--- src/rtl/mul_seq_32b_if.sv ---
// mul_seq_32b_if: request/response handshake plus adder operand/result bus
// for the sequential 32x32 multiplier.
//   start/a/b[/sgn] : multiply request (sgn only with MUL_SIGNED_EN)
//   ready/done      : handshake status
//   product         : 64-bit working/result register
//   add_a/add_b/add_ctrl -> shared adder; add_s/add_cf/add_of <- adder
// Optional feature macro: MUL_SIGNED_EN (adds the sgn signal).
interface mul_seq_32b_if;
    logic        start;
    logic [31:0] a;
    logic [31:0] b;
`ifdef MUL_SIGNED_EN
    logic        sgn;
`endif
    logic        ready;
    logic        done;
    logic [63:0] product;
    logic [31:0] add_a;
    logic [31:0] add_b;
    logic        add_ctrl;
    logic [31:0] add_s;
    logic        add_cf;
    logic        add_of;

`ifdef MUL_SIGNED_EN
    modport slave (
        input  start, a, b, sgn, add_s, add_cf, add_of,
        output ready, done, product, add_a, add_b, add_ctrl
    );
    modport master (
        output start, a, b, sgn, add_s, add_cf, add_of,
        input  ready, done, product, add_a, add_b, add_ctrl
    );
`else
    modport slave (
        input  start, a, b, add_s, add_cf, add_of,
        output ready, done, product, add_a, add_b, add_ctrl
    );
    modport master (
        output start, a, b, add_s, add_cf, add_of,
        input  ready, done, product, add_a, add_b, add_ctrl
    );
`endif
endinterface

--- src/rtl/mul_seq_32b.sv ---
// mul_seq_32b: shift-and-add 32x32 multiplier controller that borrows an
// external combinational 32-bit adder; 64-bit product in 34 cycles.
//   clk  : rising-edge clock
//   rst  : synchronous active-high reset
//   bus  : mul_seq_32b_if.slave (handshake, product, adder operands/results)
// Optional feature macro: MUL_SIGNED_EN (two's-complement mode via sgn).
module mul_seq_32b (
    input  logic         clk,
    input  logic         rst,
    mul_seq_32b_if.slave bus
);
    localparam int unsigned W  = 32;
    localparam int unsigned CW = 5;

    typedef enum logic [1:0] {S_IDLE, S_RUN, S_DONE} state_e;

    state_e          state_q, state_d;
    logic [W-1:0]    mcand_q, mcand_d;
    logic [W-1:0]    p_hi_q, p_hi_d;
    logic [W-1:0]    p_lo_q, p_lo_d;
    logic [CW-1:0]   cnt_q, cnt_d;
    logic            ready_q, ready_d;
    logic            done_q, done_d;
    logic            sgn_q;
    logic            top_c;
    logic            last_c;

`ifdef MUL_SIGNED_EN
    logic            sgn_d;
`else
    // Unsigned-only build: sign mode is constant, so the subtract and
    // overflow-based sign extension fold away.
    assign sgn_q = 1'b0;
`endif

    assign last_c = (cnt_q == CW'(W - 1));

    // Shift-in bit: true sign of the sum in signed mode, carry-out otherwise.
    assign top_c = sgn_q ? (bus.add_s[W-1] ^ bus.add_of) : bus.add_cf;

    // Next-state, datapath update and adder operand drive.
    always_comb begin
        state_d      = state_q;
        mcand_d      = mcand_q;
        p_hi_d       = p_hi_q;
        p_lo_d       = p_lo_q;
        cnt_d        = cnt_q;
`ifdef MUL_SIGNED_EN
        sgn_d        = sgn_q;
`endif
        bus.add_a    = '0;
        bus.add_b    = '0;
        bus.add_ctrl = 1'b0;

        case (state_q)
            S_IDLE: begin
                if (bus.start) begin
                    mcand_d = bus.a;
                    p_hi_d  = '0;
                    p_lo_d  = bus.b;
                    cnt_d   = '0;
`ifdef MUL_SIGNED_EN
                    sgn_d   = bus.sgn;
`endif
                    state_d = S_RUN;
                end
            end
            S_RUN: begin
                bus.add_a    = p_hi_q;
                bus.add_b    = p_lo_q[0] ? mcand_q : '0;
                // Multiplier MSB carries negative weight in signed mode.
                bus.add_ctrl = sgn_q & last_c & p_lo_q[0];
                p_hi_d       = {top_c, bus.add_s[W-1:1]};
                p_lo_d       = {bus.add_s[0], p_lo_q[W-1:1]};
                cnt_d        = CW'(cnt_q + CW'(1));
                if (last_c) begin
                    state_d = S_DONE;
                end
            end
            S_DONE: begin
                state_d = S_IDLE;
            end
            default: begin
                state_d = S_IDLE;
            end
        endcase

        ready_d = (state_d == S_IDLE);
        done_d  = (state_d == S_DONE);
    end

    // State and datapath registers.
    always_ff @(posedge clk) begin
        if (rst) begin
            state_q <= S_IDLE;
            mcand_q <= '0;
            p_hi_q  <= '0;
            p_lo_q  <= '0;
            cnt_q   <= '0;
            ready_q <= 1'b1;
            done_q  <= 1'b0;
`ifdef MUL_SIGNED_EN
            sgn_q   <= 1'b0;
`endif
        end else begin
            state_q <= state_d;
            mcand_q <= mcand_d;
            p_hi_q  <= p_hi_d;
            p_lo_q  <= p_lo_d;
            cnt_q   <= cnt_d;
            ready_q <= ready_d;
            done_q  <= done_d;
`ifdef MUL_SIGNED_EN
            sgn_q   <= sgn_d;
`endif
        end
    end

    assign bus.ready   = ready_q;
    assign bus.done    = done_q;
    assign bus.product = {p_hi_q, p_lo_q};
endmodule

--- src/flat_wrapper.sv ---
// flat-port wrapper written by rule: the top's interface ports become plain ports
module mul_seq_32b_flat 
  (clk, rst, bus_start, bus_a, bus_b, bus_add_s, bus_add_cf, bus_add_of, bus_ready, bus_done, bus_product, bus_add_a, bus_add_b, bus_add_ctrl);
  mul_seq_32b_if bus_i ();
  input  logic clk;
  input  logic rst;
  input wire logic [$bits(bus_i.start)-1:0] bus_start;
  input wire logic [$bits(bus_i.a)-1:0] bus_a;
  input wire logic [$bits(bus_i.b)-1:0] bus_b;
  input wire logic [$bits(bus_i.add_s)-1:0] bus_add_s;
  input wire logic [$bits(bus_i.add_cf)-1:0] bus_add_cf;
  input wire logic [$bits(bus_i.add_of)-1:0] bus_add_of;
  output wire logic [$bits(bus_i.ready)-1:0] bus_ready;
  output wire logic [$bits(bus_i.done)-1:0] bus_done;
  output wire logic [$bits(bus_i.product)-1:0] bus_product;
  output wire logic [$bits(bus_i.add_a)-1:0] bus_add_a;
  output wire logic [$bits(bus_i.add_b)-1:0] bus_add_b;
  output wire logic [$bits(bus_i.add_ctrl)-1:0] bus_add_ctrl;
  assign bus_i.start = bus_start;
  assign bus_i.a = bus_a;
  assign bus_i.b = bus_b;
  assign bus_i.add_s = bus_add_s;
  assign bus_i.add_cf = bus_add_cf;
  assign bus_i.add_of = bus_add_of;
  assign bus_ready = bus_i.ready;
  assign bus_done = bus_i.done;
  assign bus_product = bus_i.product;
  assign bus_add_a = bus_i.add_a;
  assign bus_add_b = bus_i.add_b;
  assign bus_add_ctrl = bus_i.add_ctrl;
  mul_seq_32b u_core (.clk(clk), .rst(rst), .bus(bus_i));
endmodule
--- config.mk ---
export PLATFORM = sky130hd
export DESIGN_NAME = mul_seq_32b_flat
export DESIGN_NICKNAME = d
export VERILOG_FILES = /design/src/rtl/mul_seq_32b_if.sv /design/src/rtl/mul_seq_32b.sv /design/src/flat_wrapper.sv
export SDC_FILE = /design/constraint.sdc
export NUM_CORES = 1
export LEC_CHECK = 0
export BUFFER_PORTS_ARGS = -buffer_cell sky130_fd_sc_hd__buf_2
export CORE_MARGIN = 5
export CORE_UTILIZATION = 37
export DETAILED_ROUTE_END_ITERATION = 8
export PLACE_DENSITY = 0.68
export SLEW_MARGIN = 20
export SYNTH_ARGS = -nofsm -noshare
export SYNTH_HDL_FRONTEND = slang
export SYNTH_SLANG_ARGS = --single-unit
--- constraint.sdc ---
create_clock -name clk -period 1.4 [get_ports clk]
set_input_delay 0.28 -clock clk [delete_from_list [all_inputs] [get_ports clk]]
set_output_delay 0.28 -clock clk [all_outputs]
set_load 0.02 [all_outputs]
Word level (Yosys, flattened, before mapping). Index checks and enable logic that the tools add are counted.

Bits in registers: 105. Input port bits: 101. Output and inout bits: 131.

Equality and inequality tests: 4. Reduce and logical (&&, ||, !) cells: 5. $add $sub $neg: 1. Mux-type cells: 12.

Operator list (count): $mux W32 (5); $pmux W32 S2 (2); $pmux W5 S2 (1); $add A5 B1 Y5 const B (1); $eq A5 B5 Y1 const B (1); $mux W5 (1); $logic_not A2 Y1 (2); $mux W2 (2); $pmux W2 S2 (1); $reduce_and A2 Y1 (2); $eq A2 B1 Y1 const B (1); $eq A2 B2 Y1 const B (1); $ne A2 B2 Y1 const B (1); $reduce_bool A2 Y1 (1).

Logic depth before layout (Yosys ltp). Gate-level depths: netlist of the first run.

Word-level depth: 4. Depth in mapped cells: 6.

Worst setup path before layout of the first run. Ideal clock, no wire load.

Kind: register to output. Start point: register u_core.state_q[1]. End point: output port bus_add_a[0]. Arrival: 1.202 ns. Stages on the path, launching flop included: 5. Required time: 1.120 ns. Path slack: -0.082 ns. Cells stage by stage: dfxtp_1 -> and2b_4 -> buf_6 -> clkbuf_1 -> and2_1.

Longest elaborated chain between the ends: 2.

RTL lines: from (decl) (RTL line mul_seq_32b.sv:17) `state_e state_q, state_d;`; from (signal assigned) (RTL line mul_seq_32b.sv:106) `state_q <= state_d;`; $eq A2 B1 Y1 (RTL line mul_seq_32b.sv:55) `case (state_q)`; $mux W32 (RTL line mul_seq_32b.sv:55); to (decl) (RTL line flat_wrapper.sv:16) `output wire logic [$bits(bus_i.add_a)-1:0] bus_add_a;`.

No other way between the ends.

Final worst setup path of the first run.
Start point: register u_core.state_q[1]. End point: output port bus_add_b[11].

Longest elaborated chain between the ends: 2.

RTL lines: $eq A2 B1 Y1 (RTL line mul_seq_32b.sv:55); $mux W32 (RTL line mul_seq_32b.sv:55); to (decl) (RTL line flat_wrapper.sv:17) `output wire logic [$bits(bus_i.add_b)-1:0] bus_add_b;`.

No other way between the ends.

==> results of run 1 <==
## cell type report
| type | count | share of cell area |
|---|---|---|
| Sequential cell | 105 | 0.337 |
| Multi-Input combinational cell | 347 | 0.324 |
| Timing Repair Buffer | 257 | 0.260 |
| Clock buffer | 12 | 0.0411 |
| Tap cell | 143 | 0.0286 |
| Clock inverter | 4 | 0.00821 |
| Inverter | 2 | 0.00120 |
## logic make-up after synthesis
family | after synthesis | share of synthesized area
other | 1 | 0.000857
adders and majority gates | 2 | 0.00572
muxes | 2 | 0.00486
AOI/OAI and AO/OA | 135 | 0.208
DFF | 105 | 0.480
and+or+nand+nor | 207 | 0.226
buffers and inverters | 53 | 0.0746
## repair_timing
action,in CTS,in global routing
resized for setup,43,11
setup endpoints to repair,64,108
gates cloned,0,2
pin swaps,0,2
## cells in the final DEF, fill, tap and decap left out, types with 9 or more instances in the layout
master,instances
a211oi_1,32
a21oi_1,34
a22oi_1,34
and2_2,31
and3_1,26
buf_2,189
buf_4,49
buf_6,9
clkbuf_16,11
dfxtp_1,104
nand2_1,64
nor2_1,68
o22ai_1,31
## power groups by stage
| stage | Clock, mW | Sequential, mW | Combinational (mW) |
|---|---|---|---|
| finish | 2.56 | 3.30 | 1.23 |
| global route | 2.75 | 3.33 | 1.35 |
| CTS | 2.63 | 3.30 | 1.20 |
| detailed placement | 0 | 3.36 | 1.19 |
| global placement | 0 | 3.36 | 1.17 |
| floorplan | 0 | 3.50 | 0.598 |
## critical path, stage by stage (launching register included)
cell	delay, ps
dfxtp_2	320
and2b_4	270
buf_12	200
and3_1	190
buf_4	140
## per-layer routing
layer  wire length, microns  share of wire  GRT usage
met3                    894          0.067     0.0411
met2                   6530           0.49      0.306
met5                      0              0          0
met4                    299          0.023     0.0681
met1                   5540           0.42      0.212
## state kept, by name, indices dropped and copies added (netlist names)
register / cells
u_core.p_lo_q: 32
u_core.p_hi_q: 32
u_core.state_q: 2
u_core.bus.ready: 1
u_core.mcand_q: 32
u_core.cnt_q: 5
u_core.bus.done: 1
## per-stage QoR
stage	utilization	setup WS, ps	cell area (sq um)
global route	0.542	-418	6250
floorplan	-	-32.4	4440
global placement	0.499	1.55	5740
CTS	0.535	-374	6160
finish	0.542	-348	6250
detailed placement	0.499	-22.6	5740
## worst max path at each step
stage          cells past startpoint             to                          from
3_5_place_dp                       4  bus_add_b[11]  u_core.state_q[1]$_SDFF_PP0_
4_1_cts                            4  bus_add_b[11]  u_core.state_q[1]$_SDFF_PP0_
2_1_floorplan                      5   bus_add_a[0]  u_core.state_q[0]$_SDFF_PP0_
6_report                           4  bus_add_b[11]  u_core.state_q[1]$_SDFF_PP0_
3_3_place_gp                       4  bus_add_b[26]  u_core.state_q[1]$_SDFF_PP0_
5_1_grt                            4  bus_add_b[30]  u_core.state_q[1]$_SDFF_PP0_
==> impl_metrics.yaml, run 1 <==
cells_and_area:
  diodes: 0
  stdcell_count: 870
  regArea_sq_mm: 0.00210
  syn2layout_area_growth_pct: 42.7
  fin_nets: 825
  multi_input_area_sq_mm: 0.00202
  drive_gt1_frac: 0.443
  nFillCells: 1101
sta:
  final-hold-violation-count: 0
  drv_slew: 0
  min_period_ps: 1750
  setup-violations-final: 64
  rsz0062_at_grt: "true"
  post-route-period-util: 1.25
  fmax_mhz: 572
  setup_tns_ps: -20190
  fin_hold_ws_ps: 185
  fin_skew_ps: 4.71
  layout_setup_ws_ps: -348
detailed_routing:
  drt_iter0_markers: 215
  wl_per_cell_microns: 15.2
  vias: 4437
  drt_wl_total_microns: 13300
  viasPerCell: 5.10
  drc: 0
  dr.pass1.iters: 4
  ant_nets: 0
placement:
  dp_hpwl_microns: 9470
  dp.cells: 852
  portBuffers: 229
  routabilityCongestion: 0.799
global_route:
  gr-total-overflow: 0
  grt_first_pass_wirelength_microns: 21100
  gr-usage-all-layers: 0.176
  grt_start_max_net_pins: 50
  antenna_found_initial: 0
  grt_pass1_vias: 4430
power_and_ir_drop:
  switching_share: 0.268
  internal_power_mw: 5.19
  peakVddDrop_v: 0.000701
  p_leak_nw: 3.08
  p_seq_frac: 0.466
  switchingPower_mw: 1.90
  pwr-share-comb: 0.174
  clockPowerShare: 0.361
  finalPower_mw: 7.09
  power.density_mw_per_mm2: 1130
clock_network:
  post_cts_buffers: 0
  cts_tree: "done"
  insertion_delay_ps: 330
  cts_htree_levels: 3
  clock_sinks: 105
  cts.clk_slew.worst_paths_ps: 70
  numCtsBuffers: 9
  cts-root-buf: "clkbuf_16"
  clk_path_buf_depth: 2
  holdBufCountCts: 0
critical_path:
  required_ps: 1120
  rr_endpoint: "u_core.mcand_q[13]$_SDFFE_PP0P_"
  rr_worst_depth: 5
  crit_arrival_ps: 1470
  r2r-start: "u_core.state_q[1]$_SDFF_PP0_"
  r2r_setup_slack_ps: 30
  critPathLaunchType: "flop"
  endpoint_kind: "output pin"
  crit_fanout: 49
  critPathKind: "reg2out"
job:
  drv_cap: 0
floorplanning:
  initial_core_util: 0.380
  io_pins: 232
  dieArea_sq_mm: 0.0141
  num_rows: 39
  die_y_microns: 119
  die_x_microns: 119
  core_area_sq_mm: 0.0115
synthesis:
  async_reset_ff_frac: 0
  synthTopCellsByArea: "dfxtp_1 (48%), a22oi_1 (5.8%), nor2_1 (5.8%)"
  synth_cells: 505
  ys_warn_count: 0
  syn_area_sq_mm: 0.00438
  synth-main-ff-cell: "dfxtp_1"
  synth_area_per_cell_sq_um: 8.67
  syn-num-nets: 608
  synth-seq-area-share: 0.480
  synth_top_cells_by_count: "dfxtp_1 (105), nor2_1 (68), nand2_1 (64)"
  synth_edf_count: 0
  yosysUniqueCellTypes: 31
  ys_ff_latch: 105
  synth.most_common_cell: "dfxtp_1"
  synth_top_area_cell: "dfxtp_1"
  synth_top_area_frac: 0.480
worst_hold_path:
  hold_path.class: "in2reg"
  worstHoldPathCells: 3
  hold_start: "bus_a[0]"
  holdPathEnd: "u_core.mcand_q[0]$_SDFFE_PP0P_"
run_status:
  violations: "negative setup slack"
  outcome: "finished, violations left"
Note: power is estimated with default switching activity, not from simulation.
==> inputs of run 2 (changes only) <==
ABC_AREA = 1   (was not set)
CORE_MARGIN = not set   (was 5)
PLACE_DENSITY = 0.67   (was 0.68)
==> impl_metrics.yaml, run 2 <==
sta:
  fmax_mhz: 604
  min_period_ps: 1660
  fin_skew_ps: 5.70
  rsz0062_at_grt: "true"
  setup_tns_ps: -12780
  final-hold-violation-count: 0
  post-route-period-util: 1.18
  drv_slew: 0
  layout_setup_ws_ps: -256
  setup-violations-final: 64
  fin_hold_ws_ps: 177
critical_path:
  required_ps: 1120
  critPathLaunchType: "flop"
  rr_worst_depth: 6
  critPathMaxStageDelay_ps: 340
  critPathKind: "reg2out"
  path_cells: "inv_4 -> nand2_8 -> buf_12 -> buf_12 -> nor2_4 -> buf_6"
  timing.critical_path.mode_cell: "buf_12"
  slowest_stage: "dfxtp_2"
  crit_fanout: 6
  endpoint_kind: "output pin"
  crit_arrival_ps: 1380
global_route:
  grt_first_pass_wirelength_microns: 22300
  gr-total-overflow: 0
  grt_start_max_net_pins: 58
  grt_pass1_vias: 4442
  antenna_found_initial: 0
  gr-usage-all-layers: 0.216
synthesis:
  synth_top_area_cell: "dfxtp_1"
  synthTopCellsByArea: "dfxtp_1 (44%), nor2_1 (16%), nand2_1 (11%)"
  yosysUniqueCellTypes: 19
  syn-num-nets: 837
  synth-seq-area-share: 0.442
  synth_area_per_cell_sq_um: 6.48
  ys_warn_count: 0
  syn_area_sq_mm: 0.00475
  synth.most_common_cell: "nor2_1"
  synth_edf_count: 0
  synth_cells: 734
  synth_top_cells_by_count: "nor2_1 (200), nand2_1 (138), dfxtp_1 (105)"
  async_reset_ff_frac: 0
  ys_ff_latch: 105
  synth-main-ff-cell: "dfxtp_1"
  synth_top_area_frac: 0.442
cells_and_area:
  drive_gt1_frac: 0.352
  final_util: 0.585
  final_cell_area_sq_mm: 0.00736
  final_common_cell: "buf_2"
  fin_nets: 1064
  stdcell_count: 1135
  mostFrequentLayoutCells: "buf_2 (175), nor2_1 (163), nand2_1 (129), dfxtp_1 (102), nand3_1 (87)"
  diodes: 0
  reg.largest.list: "u_core.mcand_q (32), u_core.p_hi_q (32), u_core.p_lo_q (32)"
  syn2layout_area_growth_pct: 54.7
clock_network:
  cts_tree: "done"
  clk_path_buf_depth: 2
  clock_sinks: 105
  cts-root-buf: "clkbuf_16"
  insertion_delay_ps: 340
  cts_htree_levels: 3
  cts.clk_slew.worst_paths_ps: 70
  numCtsBuffers: 9
detailed_routing:
  wl_per_cell_microns: 13.3
  ant_nets: 0
  dr.pass1.iters: 4
  drt_wl_total_microns: 15100
  drt_iter0_markers: 308
  drc: 0
  viasPerCell: 4.66
  vias: 5289
power_and_ir_drop:
  peakVddDrop_v: 0.000703
  p_leak_nw: 3.42
  finalPower_mw: 7.49
  power.density_mw_per_mm2: 1020
job:
  drv_cap: 0
placement:
  dp_hpwl_microns: 9010
  dp.cells: 1109
  pre_cts_ws_ps: 31.2
  portBuffers: 229
  place_area_sq_mm: 0.00634
  routabilityCongestion: 0.741
floorplanning:
  dieArea_sq_mm: 0.0133
  initial_core_util: 0.378
  io_pins: 232
  num_rows: 41
  die_y_microns: 115
  core_area_sq_mm: 0.0126
  die_x_microns: 115
run_status:
  violations: "negative setup slack"
  outcome: "finished, violations left"
worst_hold_path:
  worstHoldPathCells: 3
  hold_path.class: "in2reg"
## run 2: cell types whose count changed after synthesis, sizes merged, moves of 32 or more
cell | before | now
a211oi | 33 | 0
a22oi | 34 | 0
and2 | 32 | 0
and3 | 33 | 0
inv | 2 | 70
nand2 | 64 | 142
nand3 | 0 | 87
nor2 | 68 | 201
o21ai | 0 | 34
## run 2: final cells by class
cell class / count / area (sq um)
Multi-Input combinational cell: 505 / 2450
Clock inverter: 4 / 95.1
Clock buffer: 9 / 225
Fill cell: 1212 / 5210
Timing Repair Buffer: 269 / 1980
Inverter: 71 / 274
Sequential cell: 105 / 2110
Tap cell: 172 / 215
## run 2: repair_timing
| item | 4_1_cts | 5_1_grt |
|---|---|---|
| setup buffers | 7 | 2 |
| hold buffers | 0 | 0 |
| pin swaps | 2 | 4 |
| cloned | 4 | 3 |
| gates resized for setup | 116 | 37 |
| endpoints found under the setup margin | 64 | 118 |
## run 2: logic make-up after synthesis
family	after synthesis	synth area share
fa+ha+maj	2	0.00526
simple gates	430	0.365
other cells	1	0.000789
buf+inv	124	0.111
flops	105	0.442
compound gates	72	0.0758
## run 2: worst paths after layout
check	from	endpoint	slack, ps
worst max-delay path	u_core.state_q[1]$_SDFF_PP0_	bus_add_b[25]	-260
worst min register to register	u_core.mcand_q[2]$_SDFFE_PP0P_	u_core.mcand_q[2]$_SDFFE_PP0P_	480
worst min-delay path	bus_add_s[10]	u_core.p_hi_q[9]$_SDFFE_PP0P_	180
worst max register to register	u_core.state_q[1]$_SDFF_PP0_	u_core.mcand_q[5]$_SDFFE_PP0P_	50
## run 2: power breakdown
group / internal, mW / switching [mW]
Combinational: 0.581 / 0.828
Sequential: 3.17 / 0.130
Clock: 1.72 / 1.07
Total: 5.46 / 2.03
## run 2: routing by layer
| metal | vias to the layer above | wire length [microns] | track usage |
|---|---|---|---|
| met1 | 2385 | 6610 | 0.271 |
| met5 | - | 0 | 0 |
| li1 | 2711 | - | - |
| met4 | 0 | 217 | 0.0710 |
| met3 | 17 | 1040 | 0.0659 |
| met2 | 176 | 7280 | 0.351 |
## run 2: critical path, delay by kind of cell (launching register included)
kind	cells	cell delay (ps)
simple gates	2	180
buf+inv	4	490
flops	1	340
